[src/rtl/rotl_pkg.sv]
// Shared types and defaults for the sequential left rotator.
package rotl_pkg;

   typedef enum logic [1:0] {
      IDLE,
      SHIFT,
      DONE
   } rotl_state_t;

   localparam int ROTL_WIDTH_DEFAULT = 8;

endpackage : rotl_pkg

[src/rtl/rotl_seq_shifter.sv]
// Multi-cycle left rotator: rotates a WIDTH-bit word left by amt, one bit
// per clock, with valid/ready handshakes on the input and output sides.
//
// state | meaning
// ------+------------------------------------------------------------
// IDLE  | waiting for an operation; in_ready high, y holds last result
// SHIFT | rotating data left one bit per clock until count reaches 1
// DONE  | result presented on y with out_valid high until out_ready
module rotl_seq_shifter
   import rotl_pkg::*;
#(
   parameter  int WIDTH = ROTL_WIDTH_DEFAULT,
   localparam int AMT_W = $clog2(WIDTH)
) (
   input  logic             clk,
   input  logic             reset,
   input  logic             in_valid,
   output logic             in_ready,
   input  logic [WIDTH-1:0] a,
   input  logic [AMT_W-1:0] amt,
   output logic             out_valid,
   input  logic             out_ready,
   output logic [WIDTH-1:0] y
);

   rotl_state_t      state_q, state_d;
   logic [WIDTH-1:0] data_q, data_d;
   logic [AMT_W-1:0] count_q, count_d;

   // Next-state, next-data and next-count decode for the rotate sequencer.
   always_comb begin
      state_d = state_q;
      data_d  = data_q;
      count_d = count_q;
      unique case (state_q)
         IDLE: begin
            if (in_valid) begin
               data_d  = a;
               count_d = amt;
               state_d = (amt == '0) ? DONE : SHIFT;
            end
         end
         SHIFT: begin
            // SHIFT is only entered with count >= 1, so the decrement never wraps.
            data_d  = {data_q[WIDTH-2:0], data_q[WIDTH-1]};
            count_d = count_q - AMT_W'(1);
            if (count_q == AMT_W'(1)) begin
               state_d = DONE;
            end
         end
         DONE: begin
            // No new operation is accepted on the output handshake edge.
            if (out_ready) begin
               state_d = IDLE;
            end
         end
         default: begin
            state_d = IDLE;
         end
      endcase
   end

   // State, data and count registers; reset aborts any operation in flight.
   always_ff @(posedge clk) begin
      if (reset) begin
         state_q <= IDLE;
         data_q  <= '0;
         count_q <= '0;
      end else begin
         state_q <= state_d;
         data_q  <= data_d;
         count_q <= count_d;
      end
   end

   assign in_ready  = (state_q == IDLE);
   assign out_valid = (state_q == DONE);
   assign y         = data_q;

endmodule : rotl_seq_shifter

[config.mk]
export PLATFORM = sky130hd
export DESIGN_NAME = rotl_seq_shifter
export DESIGN_NICKNAME = d
export VERILOG_FILES = /design/src/rtl/rotl_pkg.sv /design/src/rtl/rotl_seq_shifter.sv
export SDC_FILE = /design/constraint.sdc
export NUM_CORES = 1
export LEC_CHECK = 0
export BUFFER_PORTS_ARGS = -buffer_cell sky130_fd_sc_hd__buf_2
export CORE_MARGIN = 2
export CORE_UTILIZATION = 49
export CTS_BUF_LIST = sky130_fd_sc_hd__clkbuf_8
export DETAILED_ROUTE_END_ITERATION = 7
export PLACE_DENSITY = 0.78
export SLEW_MARGIN = 5
export SYNTH_ARGS = -nofsm -noshare
export SYNTH_HDL_FRONTEND = slang
export SYNTH_SLANG_ARGS = --single-unit
[constraint.sdc]
create_clock -name clk -period 1.7 [get_ports clk]
set_input_delay 0.085 -clock clk [delete_from_list [all_inputs] [get_ports clk]]
set_output_delay 0.085 -clock clk [all_outputs]
set_load 0.02 [all_outputs]
# After elaboration in Yosys (flattened, before gate mapping)
# Index checks and enable logic that the tools add are counted.
dict set report word_totals {
  reg_bits 13
  inputBits 15
  out_inout_bits 10
}
dict set report op_classes {
  add_sub_neg 1
  n_eq_ne 6
  muxes 9
  n_reduce_logical 5
}
# op count
set op_table {}
lappend op_table {{$pmux W8 S2} 1}
lappend op_table {{$mux W2} 4}
lappend op_table {{$mux W8} 1}
lappend op_table {{$pmux W2 S3} 1}
lappend op_table {{$pmux W3 S2} 1}
lappend op_table {{$ne A2 B2 Y1 const B} 2}
lappend op_table {{$eq A3 B1 Y1 const B} 1}
lappend op_table {{$logic_not A3 Y1} 1}
lappend op_table {{$mux W3} 1}
lappend op_table {{$reduce_and A3 Y1} 1}
lappend op_table {{$sub A3 B1 Y3 const B} 1}
lappend op_table {{$eq A2 B1 Y1 const B} 1}
lappend op_table {{$eq A2 B2 Y1 const B} 1}
lappend op_table {{$logic_not A2 Y1} 1}
lappend op_table {{$ne A2 B1 Y1 const B} 1}
lappend op_table {{$reduce_and A2 Y1} 1}
lappend op_table {{$reduce_bool A2 Y1} 1}

# Depth between registers and ports, before layout
# Gate-level depths: netlist of the first run.
dict set report logic_depth {
  depth_word 4
  depth_mapped 5
  depth_no_buf 5
}

# Worst setup path before layout of the first run
# OpenSTA, ideal clock, no wires.
dict set report synth_path {
  path_type {register -> register}
  start {reg state_q[1]}
  end {reg state_q[1]}
  setup_ns 0.070
  arrival_time_ns 1.154
  slack_ns 0.476
  path_stages_with_launch 5
  period_less_slack_ns 1.224
  cell_sequence {dfxtp_1 > clkbuf_1 > nor2b_1 > a32oi_1 > a21oi_1}
}
dict set report synth_via {
  elab_chain_cells 3
  word_cells_on_any_way 8
  classes_between {eq/ne: 5; mux: 1; reduce/logical: 2}
}
# item line
set synth_lines {}
lappend synth_lines {{start: declaration} rotl_seq_shifter.sv:26} ;# rotl_state_t state_q, state_d;
lappend synth_lines {{start signal: assignment} rotl_seq_shifter.sv:70} ;# state_q <= state_d;
lappend synth_lines {{$eq A2 B2 Y1 (*)} -}
lappend synth_lines {{net out_valid} rotl_seq_shifter.sv:21} ;# output logic out_valid,
lappend synth_lines {{$ne A2 B1 Y1 (no line)} -}
lappend synth_lines {{$reduce_and A3 Y1 (no line)} -}
# Mark *: on every way through the listed nets, which the timed path passes. The rest lies on a longest branch.
# A chain may end at the register's enable or synchronous reset.

# Worst setup path after layout of the first run
dict set report layout_path {
  start {reg state_q[0]}
  end {reg data_q[2] (netlist: y[2])}
}
dict set report layout_via {
  elab_chain_cells 3
  word_cells_on_any_way 6
  classes_between {eq/ne: 2; mux: 1; reduce/logical: 3}
}
# item line
set layout_lines {}
lappend layout_lines {{$eq A2 B1 Y1 or $logic_not A2 Y1 (tied branches)} rotl_seq_shifter.sv:35} ;# unique case (state_q)
lappend layout_lines {{$reduce_bool A2 Y1 (no line) or $ne A2 B2 Y1 (tied branches)} -}
lappend layout_lines {{$reduce_and A2 Y1 (no line)} -}
lappend layout_lines {{end signal: assignment} rotl_seq_shifter.sv:71} ;# data_q <= data_d;
lappend layout_lines {{end: declaration} rotl_seq_shifter.sv:27} ;# logic [WIDTH-1:0] data_q, data_d;
# Several ways; a longest one is shown, not always the timed one.

==> impl_metrics.py, run 1 <==
metrics = {
    "outcome": {
        "outcome": "finished clean",
    },
    "critical_path": {
        "slowest_delay_ns": 0.57,
        "cp-end-kind": "flop",
        "critPathArrivalTime_ns": 1.51,
        "r2r_slack_ns": 0.37,
        "path_max_fanout": 18,
        "crit_type": "flop to flop",
        "cpLargestDelayFamily": "compound AO/OA/AOI/OAI gates",
        "crit_buf_inv": 0,
        "crit_chain": "o21ba_2, o21ai_0, a31oi_1",
        "critPathSlowestCell": "dfxtp_1",
        "cp-start-kind": "flop",
        "worstPathRequired_ns": 1.88,
    },
    "synth": {
        "synth_edf_count": 0,
        "yosys.area.top_type": "dfxtp_1",
        "ys_seq_elements": 13,
        "synth_area_um2": 659.4,
        "netlist.area_leader.share_pct": 39.47,
        "yosys_warnings": 0,
        "synth_common_cells": "nand2_1, dfxtp_1, o21ai_0, a31oi_1, inv_1",
        "synth_area_leaders": "dfxtp_1, nand2_1, a31oi_1",
        "ys_seq_area_share_pct": 39.47,
        "synthArstFlopShare_pct": 0,
        "avgSynthCellArea_um2": 7.757,
        "ys.flop_type": "dfxtp_1",
        "synth_cells": 85,
        "syn_nets": 102,
        "synth_most_common_cell": "nand2_1",
        "synth_cell_types": 25,
    },
    "clocking": {
        "cts_made_buffers": 3,
        "clockRootBuffer": "clkbuf_8",
        "hold_buffers": 0,
        "post_cts_buffers": 0,
        "clk_pin_slew_ns": 0.06,
        "cts_resized": 0,
        "worstSkewPairLatency_ns": 0.24,
        "tritoncts": "done",
        "clk_path_buf_depth": 2,
        "numClockSinks": 13,
        "htree_levels": 1,
    },
    "global_routing": {
        "grt_pass1_vias": 505,
        "grt.overflow.total": 0,
        "antenna_found_initial": 0,
        "grt_pass1_wl_um": 2228,
        "grtUsageTotal_pct": 20.75,
        "grt_max_degree": 19,
    },
    "sta": {
        "hold_violations": 0,
        "rsz0062_at_grt": "false",
        "whs_ns": 0.05784,
        "final.setup.tns_ns": 0,
        "fin_crit_sh_pct": 78.38,
        "drv_slew": 0,
        "max_slew_margin_pct": 72.05,
        "skew_ns": 0.004603,
        "fmax_mhz": 750.5,
        "finalSetupViolCount": 0,
        "setup_slack_ns": 0.3675,
        "fin_crit_ns": 1.332,
        "worstMarginPinSlew_ns": 0.4186,
    },
    "routing": {
        "drc": 0,
        "dr.pass1.iters": 4,
        "wl_per_cell_um": 12.25,
        "vias_per_cell": 5.402,
        "drt_first_iter_violations": 17,
        "final_antenna_net_count": 0,
        "drt-total-wl_um": 1494,
        "dr_total_vias": 659,
    },
    "placed_design": {
        "gp_congestion": 0.7749,
        "hpwlAfterDp_um": 1093,
        "dp_slack_ns": 0.3735,
        "numPortBuffers": 24,
        "place_inst": 118,
    },
    "floorplan": {
        "die_y_um": 40.69,
        "initial_core_util_pct": 51.31,
        "coreArea_um2": 1285,
        "num_rows": 13,
        "num_io_pins": 25,
        "die_w_um": 40.69,
        "dieArea_um2": 1655,
    },
    "power": {
        "power_w": 0.0008525,
        "powerDensity_nw_per_um2": 1036,
        "p_leak_nw": 0.3843,
        "ir_drop_uv": 632.0,
    },
    "job": {
        "drv_cap": 0,
    },
    "cells_and_area": {
        "fillers": 130,
        "nets": 125,
        "final_cell_count_no_fill": 122,
        "synthToLayoutAreaGrowth_pct": 24.86,
        "layout-drive-gt1-share_pct": 27.10,
        "diodes": 0,
    },
    "min_path": {
        "hp-class": "input port to flop",
    },
}
power breakdown:
group	switching (W)	internal, W
logic	0.000126	0.0000835
registers	0.0000318	0.000342
clock network	0.000110	0.000159
cell type report:
| cell class | instances | area [um^2] | share of cell area (%) |
|---|---|---|---|
| Clock inverter | 1 | 3.754 | 0.4559 |
| Timing Repair Buffer | 25 | 127.6 | 15.50 |
| Tap cell | 15 | 18.77 | 2.280 |
| Sequential cell | 13 | 260.3 | 31.61 |
| Inverter | 7 | 26.28 | 3.191 |
| Multi-Input combinational cell | 58 | 345.3 | 41.95 |
| Clock buffer | 3 | 41.29 | 5.015 |
registers in the layout, indices dropped and copies added, names as in the netlist:
signal,cells
state_q,2
y,8
count_q,3
worst paths after layout:
| kind | from | endpoint | depth (start not counted) |
|---|---|---|---|
| min reg2reg | y[0] | y[1] | 2 |
| max | state_q[0] | y[2] | 3 |
| max reg2reg | state_q[0] | y[2] | 3 |
| min | reset | state_q[1] | 2 |
cells by family (layout without fill, tap and decap cells):
kind of cell / after synthesis / after routing / share of synthesized area (%)
AO/OA/AOI/OAI: 30 / 30 / 28.65
flip-flops: 13 / 13 / 39.47
multiplexers: 1 / 1 / 1.518
adder cells (fa/ha/maj): 2 / 2 / 3.794
AND/OR/NAND/NOR: 25 / 25 / 18.41
buffers and inverters: 14 / 36 / 8.159
cell usage in the layout, fill, tap and decap left out, drive strengths merged:
| cell type | count |
|---|---|
| nand3b | 2 |
| mux2i | 1 |
| nor2 | 1 |
| inv | 8 |
| o31ai | 1 |
| a32oi | 1 |
| nand2b | 1 |
| or4b | 1 |
| o2111ai | 1 |
| a31oi | 9 |
| o21ba | 1 |
| buf | 25 |
| nor3b | 1 |
| or3 | 1 |
| clkbuf | 3 |
| nand2 | 16 |
| a211oi | 1 |
| o311a | 1 |
| ha | 2 |
| a21oi | 3 |
| o21ai | 11 |
| nor2b | 2 |
| o211a | 1 |
| dfxtp | 13 |
metrics by stage:
step,instance area [um^2],utilization [%]
floorplan,659.4,-
global route,823.3,64.07
CTS,823.3,64.07
detailed placement,778.2,60.56
finish,823.3,64.07
global placement,778.2,60.56
metal layers:
layer  track usage [%]  up-vias  share of wire (%)
met3             8.152        0                4.8
met4             5.000        0                  0
li1                  -      342                  -
met5                 0        -                  0
met2             31.75       14                 48
met1             27.15      303                 47
Note: power is estimated with default switching activity, not from simulation.
==> run 2: changes to the inputs <==
==> constraint.sdc (replaced) <==
create_clock -name clk -period 1.4 [get_ports clk]
set_input_delay 0.07 -clock clk [delete_from_list [all_inputs] [get_ports clk]]
set_output_delay 0.07 -clock clk [all_outputs]
set_load 0.02 [all_outputs]
==> run 2 against run 1 <==
- fmax increased by 4.7%
- die area unchanged
- sequential share of layout area decreased by 0.29 points
- utilization increased by 0.58 points
- critical endpoint is now y[5]
==> impl_metrics.py, run 2 (synthesis results as in run 1) <==
metrics = {
    "job": {
        "drv_cap": 0,
    },
    "cells_and_area": {
        "final_common_cell": "buf_2",
        "nets": 126,
        "final_area_um2": 830.8,
        "final_cell_mix": "buf_2, nand2_1, dfxtp_1, o21ai_0, a31oi_1",
        "largest_register_ffs": 8,
        "final_core_util_pct": 64.65,
        "synthToLayoutAreaGrowth_pct": 26.00,
        "layout-drive-gt1-share_pct": 27.78,
        "diodes": 0,
    },
    "clocking": {
        "clk_pin_slew_ns": 0.06,
        "clockRootBuffer": "clkbuf_8",
        "worstSkewPairLatency_ns": 0.24,
        "cts_resized": 0,
        "numClockSinks": 13,
        "hold_buffers": 0,
        "post_cts_buffers": 0,
        "cts_made_buffers": 3,
        "tritoncts": "done",
        "clk_path_buf_depth": 2,
        "htree_levels": 1,
    },
    "sta": {
        "max_slew_margin_pct": 77.33,
        "worstMarginPinSlew_ns": 0.3397,
        "final.setup.tns_ns": 0,
        "drv_slew": 0,
        "hold_violations": 0,
        "fmax_mhz": 785.7,
        "fin_crit_ns": 1.273,
        "rsz0062_at_grt": "false",
        "finalSetupViolCount": 0,
        "skew_ns": 0.002063,
        "fin_crit_sh_pct": 90.91,
    },
    "global_routing": {
        "grt.overflow.total": 0,
        "grt_pass1_vias": 533,
        "grt_max_degree": 19,
        "grtUsageTotal_pct": 20.27,
        "grt_pass1_wl_um": 2187,
        "antenna_found_initial": 0,
    },
    "critical_path": {
        "crit_type": "flop to flop",
        "cp-end-kind": "flop",
        "cp-start-kind": "flop",
        "worstPathRequired_ns": 1.56,
        "crit_buf_inv": 0,
        "path_max_fanout": 18,
        "rr_startpoint": "state_q[1]",
        "critPathSlowestCell": "o21ba_2",
        "slowest_delay_ns": 0.47,
        "startpoint": "state_q[1]",
        "cpLargestDelayFamily": "compound AO/OA/AOI/OAI gates",
        "critPathArrivalTime_ns": 1.43,
        "crit_chain": "o21ba_2, o21ai_0, a31oi_1",
    },
    "min_path": {
        "hp-class": "input port to flop",
        "hp-start": "reset",
    },
    "floorplan": {
        "die_y_um": 40.69,
        "die_w_um": 40.69,
        "num_io_pins": 25,
        "dieArea_um2": 1655,
        "coreArea_um2": 1285,
        "num_rows": 13,
        "initial_core_util_pct": 51.31,
    },
    "power": {
        "p_sw_w": 0.0003246,
        "power.share.combinational_pct": 25.5,
        "swShare_pct": 31.25,
        "ir_drop_uv": 648.1,
        "p_leak_nw": 0.3894,
        "power_frac_clock_pct": 31.5,
        "intPower_w": 0.0007139,
        "seq_power_share_pct": 43.0,
        "powerDensity_nw_per_um2": 1250,
    },
    "routing": {
        "drt_first_iter_violations": 24,
        "dr.pass1.iters": 4,
        "drt-total-wl_um": 1496,
        "drc": 0,
        "final_antenna_net_count": 0,
        "wl_per_cell_um": 12.16,
        "dr_total_vias": 668,
        "vias_per_cell": 5.431,
    },
    "placed_design": {
        "gp_congestion": 0.8014,
        "hpwlAfterDp_um": 1036,
        "place_area_um2": 785.8,
        "numPortBuffers": 24,
    },
    "outcome": {
        "outcome": "finished clean",
    },
}
## run 2: path summary, 6_finish.rpt
kind	to	slack [ns]	cells after the start
min reg2reg	y[0]	0.48	2
max reg2reg	y[5]	0.13	3
min	state_q[0]	0.05	2
max	y[5]	0.13	3
## run 2: layout make-up
cell class,count,area (um^2)
clock inverters,1,3.754
flip-flops and latches,13,260.3
multi-input cells,58,345.3
repair buffers,26,135.1
inverters,7,26.28
well taps,15,18.77
clock buffers,3,41.29
fillers,116,454.2
## run 2: stage by stage
step	total power [W]	setup slack, ns	hold WS, ns	cells
after floorplan	0.0006299	0.1759	0.1391	85
after global placement	0.0007107	0.1441	0.2954	119
after detailed placement	0.0007159	0.07313	0.3001	119
after CTS	0.001049	0.1429	0.04363	123
after global routing	0.001096	0.03042	0.05508	123
final	0.001039	0.1272	0.05281	123
## run 2: worst register-to-register path, cell delays in order (launching register included)
cell	delay, ns
dfxtp_1	0.41
o21ba_2	0.47
o21ai_0	0.12
a31oi_1	0.19
## run 2: routing by layer
metal	global-route usage (%)	routed length [um]
met5	0	0
met4	10.00	21
met3	4.891	50
met2	31.75	706
met1	25.74	718
## run 2: power by group through the flow
| stage | clock network, W | registers, W | logic (W) |
|---|---|---|---|
| after CTS | 0.000338 | 0.000445 | 0.000266 |
| final | 0.000327 | 0.000446 | 0.000265 |
| after detailed placement | 0 | 0.000453 | 0.000263 |
| after floorplan | 0 | 0.000482 | 0.000148 |
| after global routing | 0.000349 | 0.000451 | 0.000296 |
| after global placement | 0 | 0.000453 | 0.000258 |
==> run 3: changes to the inputs <==
==> config.mk (replaced) <==
export PLATFORM = sky130hd
export DESIGN_NAME = rotl_seq_shifter
export DESIGN_NICKNAME = d
export VERILOG_FILES = /design/src/rtl/rotl_pkg.sv /design/src/rtl/rotl_seq_shifter.sv
export SDC_FILE = /design/constraint.sdc
export NUM_CORES = 1
export LEC_CHECK = 0
export CORE_MARGIN = 2
export CORE_UTILIZATION = 50
export CTS_BUF_LIST = sky130_fd_sc_hd__clkbuf_4
export DETAILED_ROUTE_END_ITERATION = 7
export DONT_BUFFER_PORTS = 1
export PLACE_DENSITY = 0.63
export SLEW_MARGIN = 5
export SYNTH_ARGS = -nofsm -noshare
export SYNTH_HDL_FRONTEND = slang
export SYNTH_SLANG_ARGS = --single-unit
==> run 3 against run 2 <==
- via count is 3.9% lower
- combinational power is 22% lower
- hold slack got worse by 0.036 ns
- fmax is 3.2% lower
- cell count down 8.9%
- routed wire length decreased by 0.74%
==> impl_metrics.py, run 3 (synthesis results as in run 1) <==
metrics = {
    "critical_path": {
        "r2r_end": "y[0]",
        "path_max_fanout": 12,
        "critPathArrivalTime_ns": 1.51,
        "worstPathRequired_ns": 1.59,
        "worstSetupEndpoint": "y[0]",
        "rr_startpoint": "state_q[1]",
        "r2r_slack_ns": 0.08,
        "startpoint": "state_q[1]",
        "crit_type": "flop to flop",
        "cp-end-kind": "flop",
        "reg2reg_depth": 4,
        "cp-start-kind": "flop",
    },
    "global_routing": {
        "grt.overflow.total": 0,
        "grt_pass1_vias": 521,
        "grtUsageTotal_pct": 20.35,
        "grt_max_degree": 19,
        "grt_pass1_wl_um": 2194,
        "antenna_found_initial": 0,
    },
    "routing": {
        "vias_per_cell": 5.732,
        "drt_first_iter_violations": 22,
        "drc": 0,
        "wl_per_cell_um": 13.26,
        "dr.pass1.iters": 4,
        "dr_total_vias": 642,
        "final_antenna_net_count": 0,
        "drt-total-wl_um": 1485,
    },
    "sta": {
        "fin_crit_sh_pct": 93.96,
        "worstMarginPinSlew_ns": 0.3690,
        "final.setup.tns_ns": 0,
        "fin_crit_ns": 1.315,
        "finalSetupViolCount": 0,
        "drv_slew": 0,
        "skew_ns": 0.006029,
        "max_slew_margin_pct": 75.31,
        "hold_violations": 0,
        "rsz0062_at_grt": "false",
        "fmax_mhz": 760.2,
    },
    "clocking": {
        "htree_levels": 1,
        "clockRootBuffer": "clkbuf_4",
        "tritoncts": "done",
        "cts_made_buffers": 3,
        "worstSkewPairLatency_ns": 0.28,
        "clk_path_buf_depth": 2,
        "clk_pin_slew_ns": 0.08,
        "numClockSinks": 13,
        "hold_buffers": 11,
        "post_cts_buffers": 0,
        "cts_resized": 0,
    },
    "min_path": {
        "hold_depth": 3,
        "hp-class": "input port to flop",
    },
    "power": {
        "powerDensity_nw_per_um2": 1160,
        "ir_drop_uv": 707.5,
        "p_leak_nw": 0.3350,
        "power_w": 0.0009522,
    },
    "floorplan": {
        "num_rows": 13,
        "coreArea_um2": 1269,
        "die_w_um": 40.32,
        "num_io_pins": 25,
        "dieArea_um2": 1625,
        "initial_core_util_pct": 51.97,
        "die_y_um": 40.32,
    },
    "placed_design": {
        "numPortBuffers": 0,
        "gp_congestion": 0.7793,
        "hpwlAfterDp_um": 1010,
    },
    "cells_and_area": {
        "nets": 115,
        "synthToLayoutAreaGrowth_pct": 24.48,
        "diodes": 0,
        "layout-drive-gt1-share_pct": 9.278,
        "final_common_cell": "nand2_1",
        "fillers": 120,
        "multiInputGateArea_um2": 345.3,
        "seq_area_um2": 260.3,
        "final_cell_mix": "nand2_1, dfxtp_1, o21ai_0, dlygate4sd3_1, a31oi_1",
        "largest_register_ffs": 8,
    },
    "outcome": {
        "outcome": "finished clean",
    },
    "job": {
        "drv_cap": 0,
    },
}
-- run 3: area by class of cell --
cell class	instances	area share, %
clock buffers	4	3.659
flip-flops and latches	13	31.71
well taps	15	2.287
multi-input cells	58	42.07
inverters	7	3.201
repair buffers	15	17.07
-- run 3: layer usage --
metal,part of all wire [%],vias to the layer above,global-route usage [%]
met5,0,-,0
met4,0.54,0,8.333
met3,7.4,2,7.778
met2,45,28,28.23
met1,47,290,27.99
li1,-,322,-
-- run 3: how the worst min path moves through the flow --
| stage | from | end | slack [ns] |
|---|---|---|---|
| 6_report | out_ready | state_q[1] | 0.02 |
| 5_1_grt | in_valid | state_q[1] | 0.05 |
| 4_1_cts | out_ready | state_q[1] | 0.01 |
| 3_5_place_dp | reset | state_q[1] | 0.14 |
| 3_3_place_gp | reset | state_q[1] | 0.14 |
| 2_1_floorplan | reset | state_q[1] | 0.14 |
-- run 3: metrics by stage --
| step | area [um^2] | util, % | cells | hold WS, ns | setup WS, ns |
|---|---|---|---|---|---|
| final | 820.8 | 64.69 | 112 | 0.01651 | 0.08452 |
| after global routing | 820.8 | 64.69 | 112 | 0.05335 | 0.006196 |
| after CTS | 820.8 | 64.69 | 112 | 0.01363 | 0.09776 |
| after detailed placement | 680.7 | 53.65 | 97 | 0.1420 | 0.1210 |
| after global placement | 680.7 | 53.65 | 97 | 0.1400 | 0.1943 |
| after floorplan | 659.4 | - | 85 | 0.1391 | 0.1759 |
-- run 3: critical path, stage by stage (launching register included) --
cell	delay, ns
dfxtp_1	0.41
nor2b_1	0.33
buf_4	0.21
nand2_1	0.06
a31oi_1	0.22
-- run 3: where the power goes --
| part | total (W) | internal (W) | switching, W |
|---|---|---|---|
| logic | 0.000207 | 0.0000953 | 0.000112 |
| registers | 0.000484 | 0.000414 | 0.0000695 |
| clock network | 0.000262 | 0.000130 | 0.000132 |
